`config.mk`:
```
export PLATFORM = sky130hd
export DESIGN_NAME = bg_rect_fill_flat
export DESIGN_NICKNAME = d
export VERILOG_FILES = /design/src/rtl/bg_rect_fill_pkg.sv /design/src/rtl/bg_rect_fill_if.sv /design/src/rtl/bg_addr_calc.sv /design/src/rtl/bg_rect_fill.sv /design/src/flat_wrapper.sv
export SDC_FILE = /design/constraint.sdc
export NUM_CORES = 1
export LEC_CHECK = 0
export ABC_AREA = 1
export BUFFER_PORTS_ARGS = -buffer_cell sky130_fd_sc_hd__buf_2
export CAP_MARGIN = 30
export CORE_ASPECT_RATIO = 1.2
export CORE_MARGIN = 2
export CORE_UTILIZATION = 54
export CTS_CLUSTER_DIAMETER = 200
export CTS_CLUSTER_SIZE = 24
export DETAILED_ROUTE_END_ITERATION = 10
export PLACE_DENSITY = 0.78
export SYNTH_ARGS = -nofsm -noshare
export SYNTH_HDL_FRONTEND = slang
export SYNTH_SLANG_ARGS = --single-unit
```
`constraint.sdc`:
```
create_clock -name clk -period 3.39 [get_ports clk]
set_input_delay 0.1695 -clock clk [delete_from_list [all_inputs] [get_ports clk]]
set_output_delay 0.1695 -clock clk [all_outputs]
set_load 0.01 [all_outputs]
```
`src/rtl/bg_rect_fill_pkg.sv`:
```
// Shared frame-buffer constants and fill FSM encoding used by every
// background frame-buffer reader and writer.
package bg_rect_fill_pkg;

  localparam int unsigned H_RES     = 160;
  localparam int unsigned V_RES     = 120;
  localparam int unsigned FB_ADDR_W = 15;
  localparam int unsigned FB_DEPTH  = H_RES * V_RES;
  localparam int unsigned COORD_W   = 8;

  typedef enum logic [1:0] {
    StIdle,
    StFill,
    StDone
  } fill_state_e;

endpackage

```
`src/rtl/bg_rect_fill_if.sv`:
```
// Request and background-RAM write-port bundle of the rectangle filler.
interface bg_rect_fill_if;
  import bg_rect_fill_pkg::*;

  logic                 start;
  logic [COORD_W-1:0]   x0;
  logic [COORD_W-1:0]   y0;
  logic [COORD_W-1:0]   w;
  logic [COORD_W-1:0]   h;
  logic                 value;
  logic [FB_ADDR_W-1:0] address;
  logic                 data;
  logic                 wren;
  logic                 busy;
  logic                 done;

  modport master (
    output start, x0, y0, w, h, value,
    input  address, data, wren, busy, done
  );

  modport slave (
    input  start, x0, y0, w, h, value,
    output address, data, wren, busy, done
  );

endinterface

```
`src/rtl/bg_addr_calc.sv`:
```
// Pixel coordinate to linear frame-buffer address (cx + cy * line width).
module bg_addr_calc
  import bg_rect_fill_pkg::*;
#(
  parameter int unsigned LineW = H_RES
) (
  input  logic [COORD_W-1:0]   cx,
  input  logic [COORD_W-1:0]   cy,
  output logic [FB_ADDR_W-1:0] address
);

  localparam logic [FB_ADDR_W-1:0] LineWV = FB_ADDR_W'(LineW);

  assign address = FB_ADDR_W'(cx) + FB_ADDR_W'(cy) * LineWV;

endmodule

```
`src/rtl/bg_rect_fill.sv`:
```
// Fills a clipped rectangle of the 1-bit background RAM in raster order,
// one write per cycle, with fully registered outputs.
module bg_rect_fill #(
  parameter int unsigned H_RES = bg_rect_fill_pkg::H_RES,
  parameter int unsigned V_RES = bg_rect_fill_pkg::V_RES
) (
  input  logic          clk,
  input  logic          reset,
  bg_rect_fill_if.slave fb
);
  import bg_rect_fill_pkg::*;

  fill_state_e          state_q, state_d;
  logic [COORD_W-1:0]   cx_q, cx_d, cy_q, cy_d;
  logic [COORD_W-1:0]   x0_q, x0_d, xe_q, xe_d, ye_q, ye_d;
  logic                 data_q, data_d;
  logic                 degen_q, degen_d;
  logic                 wren_q, busy_q, done_q;
  logic [FB_ADDR_W-1:0] address_q, addr_d;

  logic [COORD_W:0]     x_lim, y_lim;
  logic                 req_ok;

  // 9-bit extent arithmetic so x0 + w never wraps before clipping.
  always_comb begin
    x_lim = {1'b0, fb.x0} + {1'b0, fb.w};
    y_lim = {1'b0, fb.y0} + {1'b0, fb.h};
    if (x_lim > 9'(H_RES)) x_lim = 9'(H_RES);
    if (y_lim > 9'(V_RES)) y_lim = 9'(V_RES);
    req_ok = (fb.w != '0) && (fb.h != '0) &&
             ({1'b0, fb.x0} < 9'(H_RES)) && ({1'b0, fb.y0} < 9'(V_RES));
  end

  always_comb begin
    state_d = state_q;
    cx_d    = cx_q;
    cy_d    = cy_q;
    x0_d    = x0_q;
    xe_d    = xe_q;
    ye_d    = ye_q;
    data_d  = data_q;
    degen_d = degen_q;
    unique case (state_q)
      StIdle: begin
        if (fb.start) begin
          if (req_ok) begin
            state_d = StFill;
            cx_d    = fb.x0;
            cy_d    = fb.y0;
            x0_d    = fb.x0;
            xe_d    = COORD_W'(x_lim - 9'd1);
            ye_d    = COORD_W'(y_lim - 9'd1);
            data_d  = fb.value;
          end else begin
            // Degenerate request: spend one silent DONE cycle so the done
            // pulse lands at the same latency as a single-pixel fill.
            state_d = StDone;
            degen_d = 1'b1;
          end
        end
      end
      StFill: begin
        if (cx_q == xe_q) begin
          if (cy_q == ye_q) begin
            state_d = StDone;
          end else begin
            cx_d = x0_q;
            cy_d = cy_q + 1'b1;
          end
        end else begin
          cx_d = cx_q + 1'b1;
        end
      end
      StDone: begin
        if (degen_q) degen_d = 1'b0;
        else         state_d = StIdle;
      end
      default: state_d = StIdle;
    endcase
  end

  // Address is computed from the next coordinates so it can be registered
  // alongside wren; coordinates hold on the last pixel, so address holds too.
  bg_addr_calc #(
    .LineW(H_RES)
  ) u_addr_calc (
    .cx     (cx_d),
    .cy     (cy_d),
    .address(addr_d)
  );

  always_ff @(posedge clk) begin
    if (reset) begin
      state_q   <= StIdle;
      cx_q      <= '0;
      cy_q      <= '0;
      x0_q      <= '0;
      xe_q      <= '0;
      ye_q      <= '0;
      data_q    <= 1'b0;
      degen_q   <= 1'b0;
      wren_q    <= 1'b0;
      busy_q    <= 1'b0;
      done_q    <= 1'b0;
      address_q <= '0;
    end else begin
      state_q   <= state_d;
      cx_q      <= cx_d;
      cy_q      <= cy_d;
      x0_q      <= x0_d;
      xe_q      <= xe_d;
      ye_q      <= ye_d;
      data_q    <= data_d;
      degen_q   <= degen_d;
      wren_q    <= (state_d == StFill);
      busy_q    <= (state_d == StFill);
      done_q    <= (state_d == StDone) && !degen_d;
      address_q <= addr_d;
    end
  end

  assign fb.address = address_q;
  assign fb.data    = data_q;
  assign fb.wren    = wren_q;
  assign fb.busy    = busy_q;
  assign fb.done    = done_q;

endmodule

```
`src/flat_wrapper.sv`:
```
// flat-port wrapper written by rule: the top's interface ports become plain ports
module bg_rect_fill_flat import bg_rect_fill_pkg::*;
#(
  parameter int unsigned H_RES = bg_rect_fill_pkg::H_RES,
  parameter int unsigned V_RES = bg_rect_fill_pkg::V_RES
)
  (clk, reset, fb_start, fb_x0, fb_y0, fb_w, fb_h, fb_value, fb_address, fb_data, fb_wren, fb_busy, fb_done);
  bg_rect_fill_if fb_i ();
  input  logic clk;
  input  logic reset;
  input wire logic [$bits(fb_i.start)-1:0] fb_start;
  input wire logic [$bits(fb_i.x0)-1:0] fb_x0;
  input wire logic [$bits(fb_i.y0)-1:0] fb_y0;
  input wire logic [$bits(fb_i.w)-1:0] fb_w;
  input wire logic [$bits(fb_i.h)-1:0] fb_h;
  input wire logic [$bits(fb_i.value)-1:0] fb_value;
  output wire logic [$bits(fb_i.address)-1:0] fb_address;
  output wire logic [$bits(fb_i.data)-1:0] fb_data;
  output wire logic [$bits(fb_i.wren)-1:0] fb_wren;
  output wire logic [$bits(fb_i.busy)-1:0] fb_busy;
  output wire logic [$bits(fb_i.done)-1:0] fb_done;
  assign fb_i.start = fb_start;
  assign fb_i.x0 = fb_x0;
  assign fb_i.y0 = fb_y0;
  assign fb_i.w = fb_w;
  assign fb_i.h = fb_h;
  assign fb_i.value = fb_value;
  assign fb_address = fb_i.address;
  assign fb_data = fb_i.data;
  assign fb_wren = fb_i.wren;
  assign fb_busy = fb_i.busy;
  assign fb_done = fb_i.done;
  bg_rect_fill #(.H_RES(H_RES), .V_RES(V_RES)) u_core (.clk(clk), .reset(reset), .fb(fb_i));
endmodule
```
==> flow_metrics.env <==
export IMPL_critPathSlowestCell="fa_2"
export IMPL_slew_viol_final=0
export IMPL_clk_pin_slew_ns=0.10
export IMPL_critPathKind="flop to flop"
export IMPL_grt_pass1_wl_um=20200
export IMPL_die_y_um=105
export IMPL_yosys_warnings=0
export IMPL_leakage_nw=2.93
export IMPL_fin_setup_tns_ns=-0.216
export IMPL_drive_gt1_share_pct=29.6
export IMPL_synth_simple_area_share_pct=31.5
export IMPL_setup_viol=1
export IMPL_synthCells=689
export IMPL_hold_class="input pin to flop"
export IMPL_area_growth_syn_to_layout_pct=26.6
export IMPL_worst_pin_slew_ns=0.748
export IMPL_vias_per_cell=5.29
export IMPL_yosysSeqAreaShare_pct=24.5
export IMPL_fill_cells=657
export IMPL_fin_ws_ns=-0.216
export IMPL_synth_top_area_share_pct=24.5
export IMPL_synth_area_top_cells="dfxtp_1, nand2_1, ha_1"
export IMPL_cp_common_cell="nand2_1"
export IMPL_synth_avg_cell_area_um2=6.64
export IMPL_worstPathRequired_ns=3.66
export IMPL_violations="setup timing"
export IMPL_cp_start_kind="flop"
export IMPL_final_common_cell="nand2_1"
export IMPL_cp_end_kind="flop"
export IMPL_layout_common_cells="nand2_1, inv_1, buf_4, buf_2, nor2_1"
export IMPL_core_area_mm2=0.00820
export IMPL_hpwl_um=9350
export IMPL_switching_share_pct=41.3
export IMPL_cts_sinks=56
export IMPL_wl_per_cell_um=13.3
export IMPL_ys_ff_latch=56
export IMPL_placedCellCount=911
export IMPL_grt_pass1_vias=4702
export IMPL_pwr_share_comb_pct=56.8
export IMPL_worstPathMaxFanout=6
export IMPL_cts_hold_buf=0
export IMPL_final_cells=926
export IMPL_clockRootBuffer="clkbuf_8"
export IMPL_cts_tree="built"
export IMPL_synthMuxAreaShare_pct=0
export IMPL_synth_xor_xnor_area_share_pct=3.44
export IMPL_wirelength_um=12300
export IMPL_status="finished, violations left"
export IMPL_numPortBuffers=54
export IMPL_cp_data_arrival_time_ns=3.88
export IMPL_io_pins=55
export IMPL_synth_fa_ha_area_share_pct=11.3
export IMPL_syn_area_mm2=0.00458
export IMPL_maxCapViolCount=0
export IMPL_grt_usage_pct=27.2
export IMPL_synth_top_family_by_area="simple AND/OR/NAND/NOR gates"
export IMPL_power_frac_seq_pct=29.1
export IMPL_slew_headroom_pct=50.2
export IMPL_drc=0
export IMPL_die_w_um=88.1
export IMPL_synth_distinct_cells=51
export IMPL_critical_path_max_stage_delay_ns=0.43
export IMPL_grt_antenna_before_repair=0
export IMPL_power_switching_mw=1.14
export IMPL_cts_made_buffers=5
export IMPL_hold_viol=0
export IMPL_p_per_area_mw_per_mm2=477
export IMPL_htree_levels=2
export IMPL_clk_latency_ns=0.33
export IMPL_stdcell_area_mm2=0.00580
export IMPL_grt_max_degree=35
export IMPL_start_util_pct=55.8
export IMPL_clockBufferDepth=2
export IMPL_period_minus_slack_ns=3.61
export IMPL_syn_nets=764
export IMPL_grt_ovfl_total=0
export IMPL_clock_skew_ns=0.0125
export IMPL_synth_compound_area_share_pct=16.6
export IMPL_internal_power_mw=1.62
export IMPL_diodes=0
export IMPL_fp_dieArea_mm2=0.00923
export IMPL_fmax_mhz=277
export IMPL_rsz0062_at_grt="true"
export IMPL_min_period_over_period_pct=106
export IMPL_dr_first_iter_drc_count=289
export IMPL_placed_cell_area_mm2=0.00544
export IMPL_final_nets=886
export IMPL_firstDrtPassIters=5
export IMPL_route_antenna_remaining_nets=0
export IMPL_fin_util_pct=70.7
export IMPL_place_congestion=0.921
export IMPL_synth_top_area_cell="dfxtp_1"
export IMPL_clkPwrFrac_pct=14.1
export IMPL_peakVddDrop_v=0.000184
export IMPL_num_vias=4896
export IMPL_placementRows=36
-- area by class of cell --
type                    instances  area (µm²)  area share, %
clock buffers                   6        82.6           1.42
clock inverters                 2        10.0          0.173
inverters                     124         480           8.29
multi-input cells             489        3050           52.6
flip-flops and latches         56        1140           19.6
well taps                     114         143           2.46
repair buffers                135         895           15.4
-- power by group through the flow --
stage                     Clock (mW)  Sequential, mW  Combinational (mW)
after floorplan                    0           0.846               0.837
after global placement             0           0.809                1.30
after detailed placement           0           0.813                1.34
after CTS                      0.399           0.800                1.37
after global routing           0.417           0.816                1.74
final                          0.389           0.804                1.57
-- registers in the layout (all words and copies together) (netlist names), named ones only --
signal             flops
u_core.ye_q            8
u_core.fb.wren         1
u_core.fb.address     10
u_core.cy_q            8
u_core.xe_q            8
u_core.cx_q            3
u_core.degen_q         1
u_core.fb.data         1
u_core.x0_q            8
u_core.state_q         2
u_core.fb.done         1
-- cell usage after synthesis, drive strengths merged --
library cell / instances
nand2: 159
inv: 121
nor2: 64
dfxtp: 56
a21oi: 49
o21ai: 44
nand3: 41
ha: 35
nand4: 20
buf: 13
nor3: 11
xnor2: 10
xor2: 8
clkbuf: 7
o211ai: 7
o2111ai: 5
o221ai: 5
or2: 5
fa: 4
a22oi: 3
and2: 3
clkinv: 3
o21bai: 3
a21o: 2
a31oi: 2
nand3b: 2
o22ai: 2
a21boi: 1
a41oi: 1
and3: 1
o21a: 1
o31ai: 1
-- metal layers --
layer	part of all wire, %	vias to the layer above	track usage [%]
met5	0	-	0
met4	2.7	0	9.52
met3	5.1	28	3.16
met2	50	154	48.2
met1	43	2234	33.2
li1	-	2480	-
-- worst max-delay path, delay by kind of cell, from the launching register on --
family,cells,cell delay [ns]
buffers and inverters,9,0.56
AOI/OAI and AO/OA,2,0.21
adders and majority gates,2,0.73
and+or+nand+nor,16,1.45
DFF,1,0.39
xor gates and xnor gates,1,0.21
-- metrics by stage --
| step | hold slack [ns] | setup WS (ns) | power [mW] |
|---|---|---|---|
| global placement | 0.429 | -0.163 | 2.11 |
| floorplan | 0.313 | 0.0115 | 1.68 |
| global route | 0.103 | -0.542 | 2.97 |
| detailed placement | 0.426 | -0.209 | 2.15 |
| CTS | 0.0825 | 0.00118 | 2.57 |
| finish | 0.0922 | -0.216 | 2.76 |
-- kinds of logic after synthesis --
kind of cell,after synthesis
flip-flops,56
AO/OA/AOI/OAI,126
buffers and inverters,144
AND/OR/NAND/NOR,306
adder cells (fa/ha/maj),39
XOR/XNOR,18
-- path summary, 6_finish.rpt --
path,start,cells past startpoint,end,slack (ns)
worst max-delay path,u_core.cy_q[3],30,u_core.fb.address[14],-0.22
worst min-delay path,fb_value,3,u_core.fb.data,0.09
worst max register to register,u_core.cy_q[3],30,u_core.fb.address[14],-0.22
worst min register to register,u_core.fb.data,2,u_core.fb.data,0.47
-- timing repair --
action / 4_1_cts / 5_1_grt
endpoints found under the setup margin: 2 / 4
pin swaps: 5 / 25
resized for setup: 14 / 39
setup buffers: 0 / 8
Note: power is estimated with default switching activity, not from simulation.
